## src/rtl/xsp_stream_driver.sv

```systemverilog
// Byte-stream front end for the XSP encrypt/decrypt pair: input FIFO, rolling key,
// registered valid/ready output and a loopback self-check with error counting.
module xsp_stream_driver #(
    parameter int DEPTH = 4
) (
    input  logic        clk,
    input  logic        rst,
    input  logic        cfg_key_load,
    input  logic [7:0]  cfg_key,
    input  logic        s_valid,
    output logic        s_ready,
    input  logic [7:0]  s_data,
    input  logic        s_last,
    output logic [7:0]  xsp_data_in,
    output logic [7:0]  xsp_key,
    input  logic [7:0]  xsp_encrypted,
    input  logic [7:0]  xsp_decrypted,
    output logic        m_valid,
    input  logic        m_ready,
    output logic [7:0]  m_data,
    output logic        m_last,
    output logic [15:0] err_count,
    output logic        err_flag
);
    localparam int          AW       = (DEPTH > 1) ? $clog2(DEPTH) : 1;
    localparam logic [AW:0] FULL_CNT = (AW + 1)'(DEPTH);

    typedef enum logic [1:0] {
        NOKEY = 2'd0,
        RUN   = 2'd1,
        REKEY = 2'd2
    } state_t;

    state_t          state_q, state_d;
    logic [7:0]      base_key_q, base_key_d;
    logic [7:0]      pending_key_q, pending_key_d;
    logic [7:0]      seq_q, seq_d;
    logic [8:0]      mem_q [DEPTH];
    logic [AW-1:0]   wr_ptr_q, wr_ptr_d;
    logic [AW-1:0]   rd_ptr_q, rd_ptr_d;
    logic [AW:0]     count_q, count_d;
    logic            m_valid_q, m_valid_d;
    logic            m_last_q, m_last_d;
    logic [7:0]      m_data_q, m_data_d;
    logic [15:0]     err_count_q, err_count_d;
    logic            err_flag_q, err_flag_d;

    logic            fifo_empty;
    logic            push;
    logic            pop;
    logic [7:0]      head_data;
    logic            head_last;

    assign fifo_empty  = (count_q == '0);
    assign head_data   = mem_q[rd_ptr_q][8:1];
    assign head_last   = mem_q[rd_ptr_q][0];
    // Readiness uses only registered occupancy, so a full FIFO never pushes through on a pop.
    assign s_ready     = (state_q == RUN) && (count_q != FULL_CNT);
    assign push        = s_valid && s_ready;
    assign pop         = !fifo_empty && (!m_valid_q || m_ready);
    assign xsp_data_in = fifo_empty ? 8'h00 : head_data;
    assign xsp_key     = base_key_q + seq_q;

    assign m_valid     = m_valid_q;
    assign m_data      = m_data_q;
    assign m_last      = m_last_q;
    assign err_count   = err_count_q;
    assign err_flag    = err_flag_q;

    // NOTE: the storage array has no reset; validity is tracked solely by count_q.
    always_ff @(posedge clk) begin
        if (push) begin
            mem_q[wr_ptr_q] <= {s_data, s_last};
        end
    end

    always_comb begin
        // NOTE: every next-state signal gets a default first so no path infers a latch.
        state_d       = state_q;
        base_key_d    = base_key_q;
        pending_key_d = pending_key_q;
        seq_d         = seq_q;
        wr_ptr_d      = wr_ptr_q;
        rd_ptr_d      = rd_ptr_q;
        count_d       = count_q;
        m_valid_d     = m_valid_q;
        m_data_d      = m_data_q;
        m_last_d      = m_last_q;
        err_count_d   = err_count_q;
        err_flag_d    = err_flag_q;

        if (push) begin
            wr_ptr_d = wr_ptr_q + 1'b1;
        end

        if (pop) begin
            rd_ptr_d  = rd_ptr_q + 1'b1;
            m_data_d  = xsp_encrypted;
            m_last_d  = head_last;
            m_valid_d = 1'b1;
            seq_d     = head_last ? 8'h00 : seq_q + 8'd1;
            if (xsp_decrypted != head_data) begin
                err_flag_d = 1'b1;
                if (err_count_q != 16'hFFFF) begin
                    err_count_d = err_count_q + 16'd1;
                end
            end
        end else if (m_ready) begin
            m_valid_d = 1'b0;
        end

        case ({push, pop})
            2'b10:   count_d = count_q + 1'b1;
            2'b01:   count_d = count_q - 1'b1;
            default: count_d = count_q;
        endcase

        // Key transitions override the pop-driven sequence update.
        case (state_q)
            NOKEY: begin
                if (cfg_key_load) begin
                    base_key_d = cfg_key;
                    seq_d      = 8'h00;
                    state_d    = RUN;
                end
            end
            RUN: begin
                if (cfg_key_load) begin
                    pending_key_d = cfg_key;
                    state_d       = REKEY;
                end
            end
            REKEY: begin
                if (cfg_key_load) begin
                    pending_key_d = cfg_key;
                end
                if (fifo_empty && !m_valid_q) begin
                    base_key_d = cfg_key_load ? cfg_key : pending_key_q;
                    seq_d      = 8'h00;
                    state_d    = RUN;
                end
            end
            default: state_d = NOKEY;
        endcase
    end

    // NOTE: sequential state uses non-blocking assignments only.
    always_ff @(posedge clk) begin
        if (rst) begin
            state_q       <= NOKEY;
            base_key_q    <= 8'h00;
            pending_key_q <= 8'h00;
            seq_q         <= 8'h00;
            wr_ptr_q      <= '0;
            rd_ptr_q      <= '0;
            count_q       <= '0;
            m_valid_q     <= 1'b0;
            m_data_q      <= 8'h00;
            m_last_q      <= 1'b0;
            err_count_q   <= 16'h0000;
            err_flag_q    <= 1'b0;
        end else begin
            state_q       <= state_d;
            base_key_q    <= base_key_d;
            pending_key_q <= pending_key_d;
            seq_q         <= seq_d;
            wr_ptr_q      <= wr_ptr_d;
            rd_ptr_q      <= rd_ptr_d;
            count_q       <= count_d;
            m_valid_q     <= m_valid_d;
            m_data_q      <= m_data_d;
            m_last_q      <= m_last_d;
            err_count_q   <= err_count_d;
            err_flag_q    <= err_flag_d;
        end
    end

endmodule

```

## config.mk

```make
export PLATFORM = sky130hd
export DESIGN_NAME = xsp_stream_driver
export DESIGN_NICKNAME = d
export VERILOG_FILES = /design/src/rtl/xsp_stream_driver.sv
export SDC_FILE = /design/constraint.sdc
export NUM_CORES = 1
export LEC_CHECK = 0
export CAP_MARGIN = 20
export CORE_AREA = 2 2 109 111
export CTS_CLUSTER_DIAMETER = 120
export CTS_CLUSTER_SIZE = 8
export DETAILED_ROUTE_END_ITERATION = 12
export DIE_AREA = 0 0 111 113
export GPL_ROUTABILITY_DRIVEN = 0
export GPL_TIMING_DRIVEN = 0
export PLACE_DENSITY_LB_ADDON = 0.1
export SYNTH_ARGS = -nofsm -noshare
export SYNTH_HDL_FRONTEND = slang
export SYNTH_SLANG_ARGS = --single-unit
export TNS_END_PERCENT = 10
```

## constraint.sdc

```tcl
create_clock -name clk -period 6.3 [get_ports clk]
set_clock_uncertainty 0.2 [all_clocks]
set_input_delay 0.63 -clock clk [delete_from_list [all_inputs] [get_ports clk]]
set_output_delay 0.63 -clock clk [all_outputs]
set_load 0.1 [all_outputs]
```

==> results of run 1 <==
## metal layers
metal	GRT usage [%]	up-vias	share of wire [%]
li1	-	1686	-
met1	21.2	1620	46
met2	27.6	66	49
met3	2.68	14	3.6
met4	6.25	0	1.5
met5	0	-	0
## area by class of cell
type | count | share of cell area [%]
flip-flops and latches | 98 | 40.0
multi-input cells | 291 | 34.9
repair buffers | 81 | 14.0
clock buffers | 10 | 3.95
well taps | 143 | 3.08
plain buffers | 20 | 1.64
clock inverters | 6 | 1.53
inverters | 13 | 0.841
## worst paths after layout
| kind | from | end | slack, ns | cells past startpoint |
|---|---|---|---|---|
| setup / recovery | seq_q[1]$_SDFF_PP0_ | xsp_key[7] | 2.16 | 8 |
| hold / removal | m_data[5]$_SDFFE_PP0N_ | m_data[5]$_SDFFE_PP0N_ | 0.26 | 2 |
| setup reg to reg | count_q[0]$_SDFFE_PP0P_ | count_q[2]$_SDFFE_PP0P_ | 2.54 | 12 |
| hold reg to reg | m_data[5]$_SDFFE_PP0N_ | m_data[5]$_SDFFE_PP0N_ | 0.26 | 2 |
## cells in the final DEF, fill, tap and decap left out, types with 8 or more instances in the layout
master,Yosys,layout
mux4_2,9,9
xnor2_1,17,17
nand3_1,16,16
xor2_1,10,10
o31ai_1,8,8
edfxtp_1,36,36
ha_1,19,19
a21oi_1,36,36
a211oi_1,8,8
clkbuf_16,0,9
nor2_1,37,37
dfxtp_1,62,62
mux2i_1,9,9
inv_1,12,12
clkdlybuf4s50_1,0,81
nor2b_1,16,16
nand2_1,42,42
clkbuf_1,14,15
## logic make-up after synthesis
logic type / count (synthesis) / share of synthesized area, %
multiplexers: 25 / 8.27
AND/OR/NAND/NOR: 151 / 16.5
XOR/XNOR: 27 / 5.26
AO/OA/AOI/OAI: 67 / 8.91
buffers and inverters: 33 / 3.20
adder cells (fa/ha/maj): 21 / 6.18
flip-flops: 98 / 51.7
## worst max-delay path, cell delays in order (launching register included)
cell and delay (ns):
dfxtp_1 0.43, ha_1 0.27, a21o_1 0.15, a21oi_1 0.22, nor2b_1 0.07, o21a_1 0.19, o41a_1 0.32, xnor2_1 0.16
clkdlybuf4s50_1 1.15
## state kept, by name, indices dropped and copies added, names as in the netlist, 2 cells and up, named ones only
register,cells
pending_key_q,8
err_count,16
m_data,8
state_q,2
wr_ptr_q,2
rd_ptr_q,2
count_q,3
base_key_q,8
seq_q,8
mem_q,36
## where the power goes
group	internal (W)	switching [W]	total (W)	leakage (nW)
clock network	0.000350	0.000241	0.000590	0.151
logic	0.000399	0.00105	0.00145	1.12
registers	0.000759	0.0000666	0.000826	0.831
total	0.00151	0.00136	0.00287	2.10
## per-stage QoR
stage	hold WS (ns)	setup slack, ns	util [%]
final	0.256	2.16	51.5
after global routing	0.272	1.98	51.5
after CTS	0.256	2.13	51.5
after detailed placement	0.246	2.19	48.6
after global placement	0.241	2.20	48.6
after floorplan	0.236	2.38	-
==> impl_metrics.tcl, run 1 <==
set metrics [dict create \
    io_pins 82 \
    dp_cells 646 \
    yosysUniqueCellTypes 43 \
    holdBufCountCts 0 \
    synth_warnings 0 \
    tns_ns 0 \
    cts_made_buffers 9 \
    vias 3386 \
    area_growth_pct 29.1 \
    synth-edff-count 36 \
    die_x_um 111 \
    syn_nets 481 \
    dr.pass1.iters 5 \
    layout-drive-gt1-share_pct 5.59 \
    critPathLaunchType "register" \
    gr-total-overflow 0 \
    antenna_found_initial 0 \
    drt-total-wl_um 9860 \
    grt_max_degree 18 \
    synthFlopType "dfxtp_1" \
    fmax_mhz 242 \
    fin_crit_sh_pct 65.7 \
    power_w 0.00287 \
    die_y_um 113 \
    clk_latency_ns 0.34 \
    fin_nets 573 \
    status "complete, no violations" \
    instances_no_fill 662 \
    cts_root_buf "clkbuf_16" \
    irDropWorstVdd_uv 344 \
    grtUsageTotal_pct 16.4 \
    hold_class "reg -> reg" \
    clockBufferDepth 2 \
    power-per-cell-area_nw_per_um2 494 \
    drt_drc_violations_left 0 \
    syn_inst 422 \
    cts_tree "yes" \
    drtAntennaViolNets 0 \
    cp.required_ns 5.47 \
    drt_iter0_drc 176 \
    cts_max_level 3 \
    grt_pass1_wl_um 16300 \
    fill_cells 1048 \
    yosys_register_bits 98 \
    cts_resized 0 \
    cp.arrival_ns 3.31 \
    via_per_inst 5.11 \
    rows 39 \
    dp_hpwl_um 7200 \
    cts_setup_buffers 0 \
    critical_path_class "reg -> out" \
    period_minus_slack_ns 4.14 \
    syn-cell-area_um2 4490 \
    synth_most_common_cell "dfxtp_1" \
    core-area_um2 11300 \
    avgSynthCellArea_um2 10.6 \
    post_drt_wl_per_cell_um 14.9 \
    crit_path_end_kind "output port" \
    setup_viol 0 \
    portBuffers 81 \
    seq_area_um2 2320 \
    synth_top_area_share_pct 27.6 \
    crit_fanout 5 \
    hold_viol_final 0 \
    p_leak_nw 2.10 \
    relSlewSlack_pct 32.6 \
    die_area_um2 12500 \
    grt_pass1_vias 3293 \
    synth.largest_area_cell "dfxtp_1" \
    rsz0062_at_grt "no" \
    finalMaxSlewViolations 0 \
    ys_top_cells_by_area "dfxtp_1 28%, edfxtp_1 24%, ha_1 5.3%, mux4_2 4.5%, a21oi_1 4.0%" \
    synth_async_sr_flop_share_pct 0 \
    synth_common_cells "62 x dfxtp_1, 42 x nand2_1, 37 x nor2_1" \
    ys_seq_area_share_pct 51.7 \
    placed_cell_area_um2 5480 \
    worstMarginPinSlew_ns 1.00 \
    fin_area_um2 5800 \
    clk_pin_slew_ns 0.07 \
    multi_input_area_um2 2030 \
    start_util_pct 39.9 \
    cap_violations 0 \
    clock_sinks 98 \
    insertedDiodeCount 0 \
]
Note: power is estimated with default switching activity, not from simulation.
==> run 2: changes to the inputs <==
==> constraint.sdc (replaced) <==
create_clock -name clk -period 3.8 [get_ports clk]
set_clock_uncertainty 0.2 [all_clocks]
set_input_delay 0.38 -clock clk [delete_from_list [all_inputs] [get_ports clk]]
set_output_delay 0.38 -clock clk [all_outputs]
set_load 0.1 [all_outputs]
==> run 2 against run 1 <==
  * Count of clock-buffer cells in the layout unchanged
  * Via count hardly changed
  * Sequential share of layout area up 0.28 points
  * Sequential power rose by 66%
  * Die area did not move
  * Largest power group unchanged
==> impl_metrics.tcl, run 2 (same netlist as run 1, synthesis figures left out) <==
set metrics [dict create \
    die_area_um2 12500 \
    power-per-cell-area_nw_per_um2 801 \
    core-area_um2 11300 \
    final_util_pct 51.1 \
    die_x_um 111 \
    cap_violations 0 \
    post_drt_wl_per_cell_um 15.1 \
    cp.required_ns 3.22 \
    fmax_mhz 278 \
    power_w 0.00462 \
    largest_reg_flops 36 \
    via_per_inst 5.11 \
    setup_viol 0 \
    fin_nets 573 \
    p_leak_nw 2.10 \
    drt-total-wl_um 9970 \
    clk_pin_slew_ns 0.07 \
    cts_max_level 3 \
    critPathLaunchType "register" \
    gr-total-overflow 0 \
    hold_class "reg -> reg" \
    cp.arrival_ns 3.02 \
    die_y_um 113 \
    irDropWorstVdd_uv 601 \
    grt_max_degree 18 \
    holdBufCountCts 0 \
    fin_crit_sh_pct 94.8 \
    vias 3385 \
    clk_latency_ns 0.34 \
    critical_path_class "reg -> out" \
    cts_setup_buffers 0 \
    critPathTopFamily "buffers and inverters" \
    final_cell_mix "78 x clkdlybuf4s50_1, 62 x dfxtp_1, 42 x nand2_1" \
    drt_iter0_drc 121 \
    portBuffers 81 \
    finalMaxSlewViolations 0 \
    grt_pass1_wl_um 16000 \
    grt_pass1_vias 3283 \
    critPathSlowestCell "clkdlybuf4s50_1" \
    cts_made_buffers 9 \
    worstMarginPinSlew_ns 0.982 \
    layout_commonest_cell "clkdlybuf4s50_1" \
    crit_path_end_kind "output port" \
    insertedDiodeCount 0 \
    dp_hpwl_um 7420 \
    period_minus_slack_ns 3.60 \
    rsz0062_at_grt "yes" \
    top_register "mem_q" \
    rows 39 \
    hold_viol_final 0 \
    cts_root_buf "clkbuf_16" \
    io_pins 82 \
    area_growth_pct 28.2 \
    path_cells "ha_1 -> fa_1 -> a21o_1 -> a21oi_1 -> xnor2_1 -> clkdlybuf4s50_1" \
    worst-path-buf-inv 1 \
    crit_fanout 4 \
    cts_tree "yes" \
    drtAntennaViolNets 0 \
    start_util_pct 39.9 \
    status "complete, no violations" \
    tns_ns 0 \
    clockBufferDepth 2 \
    dr.pass1.iters 4 \
    relSlewSlack_pct 34.3 \
    layout-drive-gt1-share_pct 5.97 \
    antenna_found_initial 0 \
    clock_sinks 98 \
    slowest_delay_ns 1.16 \
    drt_drc_violations_left 0 \
    grtUsageTotal_pct 16.1 \
]
[run 2: through the flow]
stage | setup WS, ns | area, um2 | hold slack (ns) | instances
2_1_floorplan | 0.130 | 4500 | 0.236 | 422
3_3_place_gp | -0.0398 | 5490 | 0.241 | 646
3_5_place_dp | -0.0429 | 5490 | 0.246 | 646
4_1_cts | 0.119 | 5760 | 0.255 | 662
5_1_grt | -0.00338 | 5760 | 0.273 | 662
6_report | 0.199 | 5760 | 0.254 | 662
[run 2: metal layers]
metal	share of wire (%)	global-route usage, %	vias up
li1	-	-	1687
met1	46	19.9	1637
met2	50	28.2	52
met3	3.0	2.84	9
met4	1.3	6.25	0
met5	0	0	-
[run 2: area by class of cell]
| cell class | instances | area [um2] |
|---|---|---|
| Multi-Input combinational cell | 291 | 2030 |
| Inverter | 13 | 48.8 |
| Sequential cell | 98 | 2320 |
| Clock inverter | 6 | 41.3 |
| Timing Repair Buffer | 81 | 811 |
| Fill cell | 1034 | 5510 |
| Clock buffer | 10 | 229 |
| Buffer | 20 | 96.3 |
| Tap cell | 143 | 179 |
[run 2: worst reg2reg max path: stages, from the launching register on]
cell      delay, ns
dfxtp_1        0.39
nor3_1         0.08
clkbuf_1       0.29
nand2b_1       0.31
inv_2          0.17
clkbuf_1       0.43
clkbuf_2       0.36
ha_1           0.23
inv_1          0.06
fa_1           0.37
xor2_1         0.16
or3_1          0.30
a21oi_1        0.14
[run 2: final timing paths]
check                                                   start                            end  slack, ns  cells after the start
worst min register to register  pending_key_q[1]$_SDFFE_PP0P_  pending_key_q[1]$_SDFFE_PP0P_       0.25                      2
worst max-delay path                      seq_q[0]$_SDFF_PP0_                     xsp_key[4]       0.20                      6
worst max register to register        count_q[2]$_SDFFE_PP0P_        count_q[2]$_SDFFE_PP0P_       0.24                     12
worst min-delay path            pending_key_q[1]$_SDFFE_PP0P_  pending_key_q[1]$_SDFFE_PP0P_       0.25                      2
[run 2: repair_timing]
action | in CTS | in global routing
endpoints found under the setup margin | 3 | 2
pin swaps | 0 | 0
gates resized for setup | 3 | 1
cloned | 0 | 0
[run 2: report_power, final]
group,internal [W],switching (W)
clock network,0.000445,0.000396
logic,0.000661,0.00174
registers,0.00126,0.000113
==> run 3: changes to the inputs <==
--- a/config.mk
+++ b/config.mk
@@ -5,6 +5,7 @@
 export SDC_FILE = /design/constraint.sdc
 export NUM_CORES = 1
 export LEC_CHECK = 0
+export ABC_CLOCK_PERIOD_IN_PS = 3800
 export CAP_MARGIN = 20
 export CORE_AREA = 2 2 109 111
 export CTS_CLUSTER_DIAMETER = 120
==> results of run 3 <==
The final DEF is identical to that of run 2; final timing and power are the same.
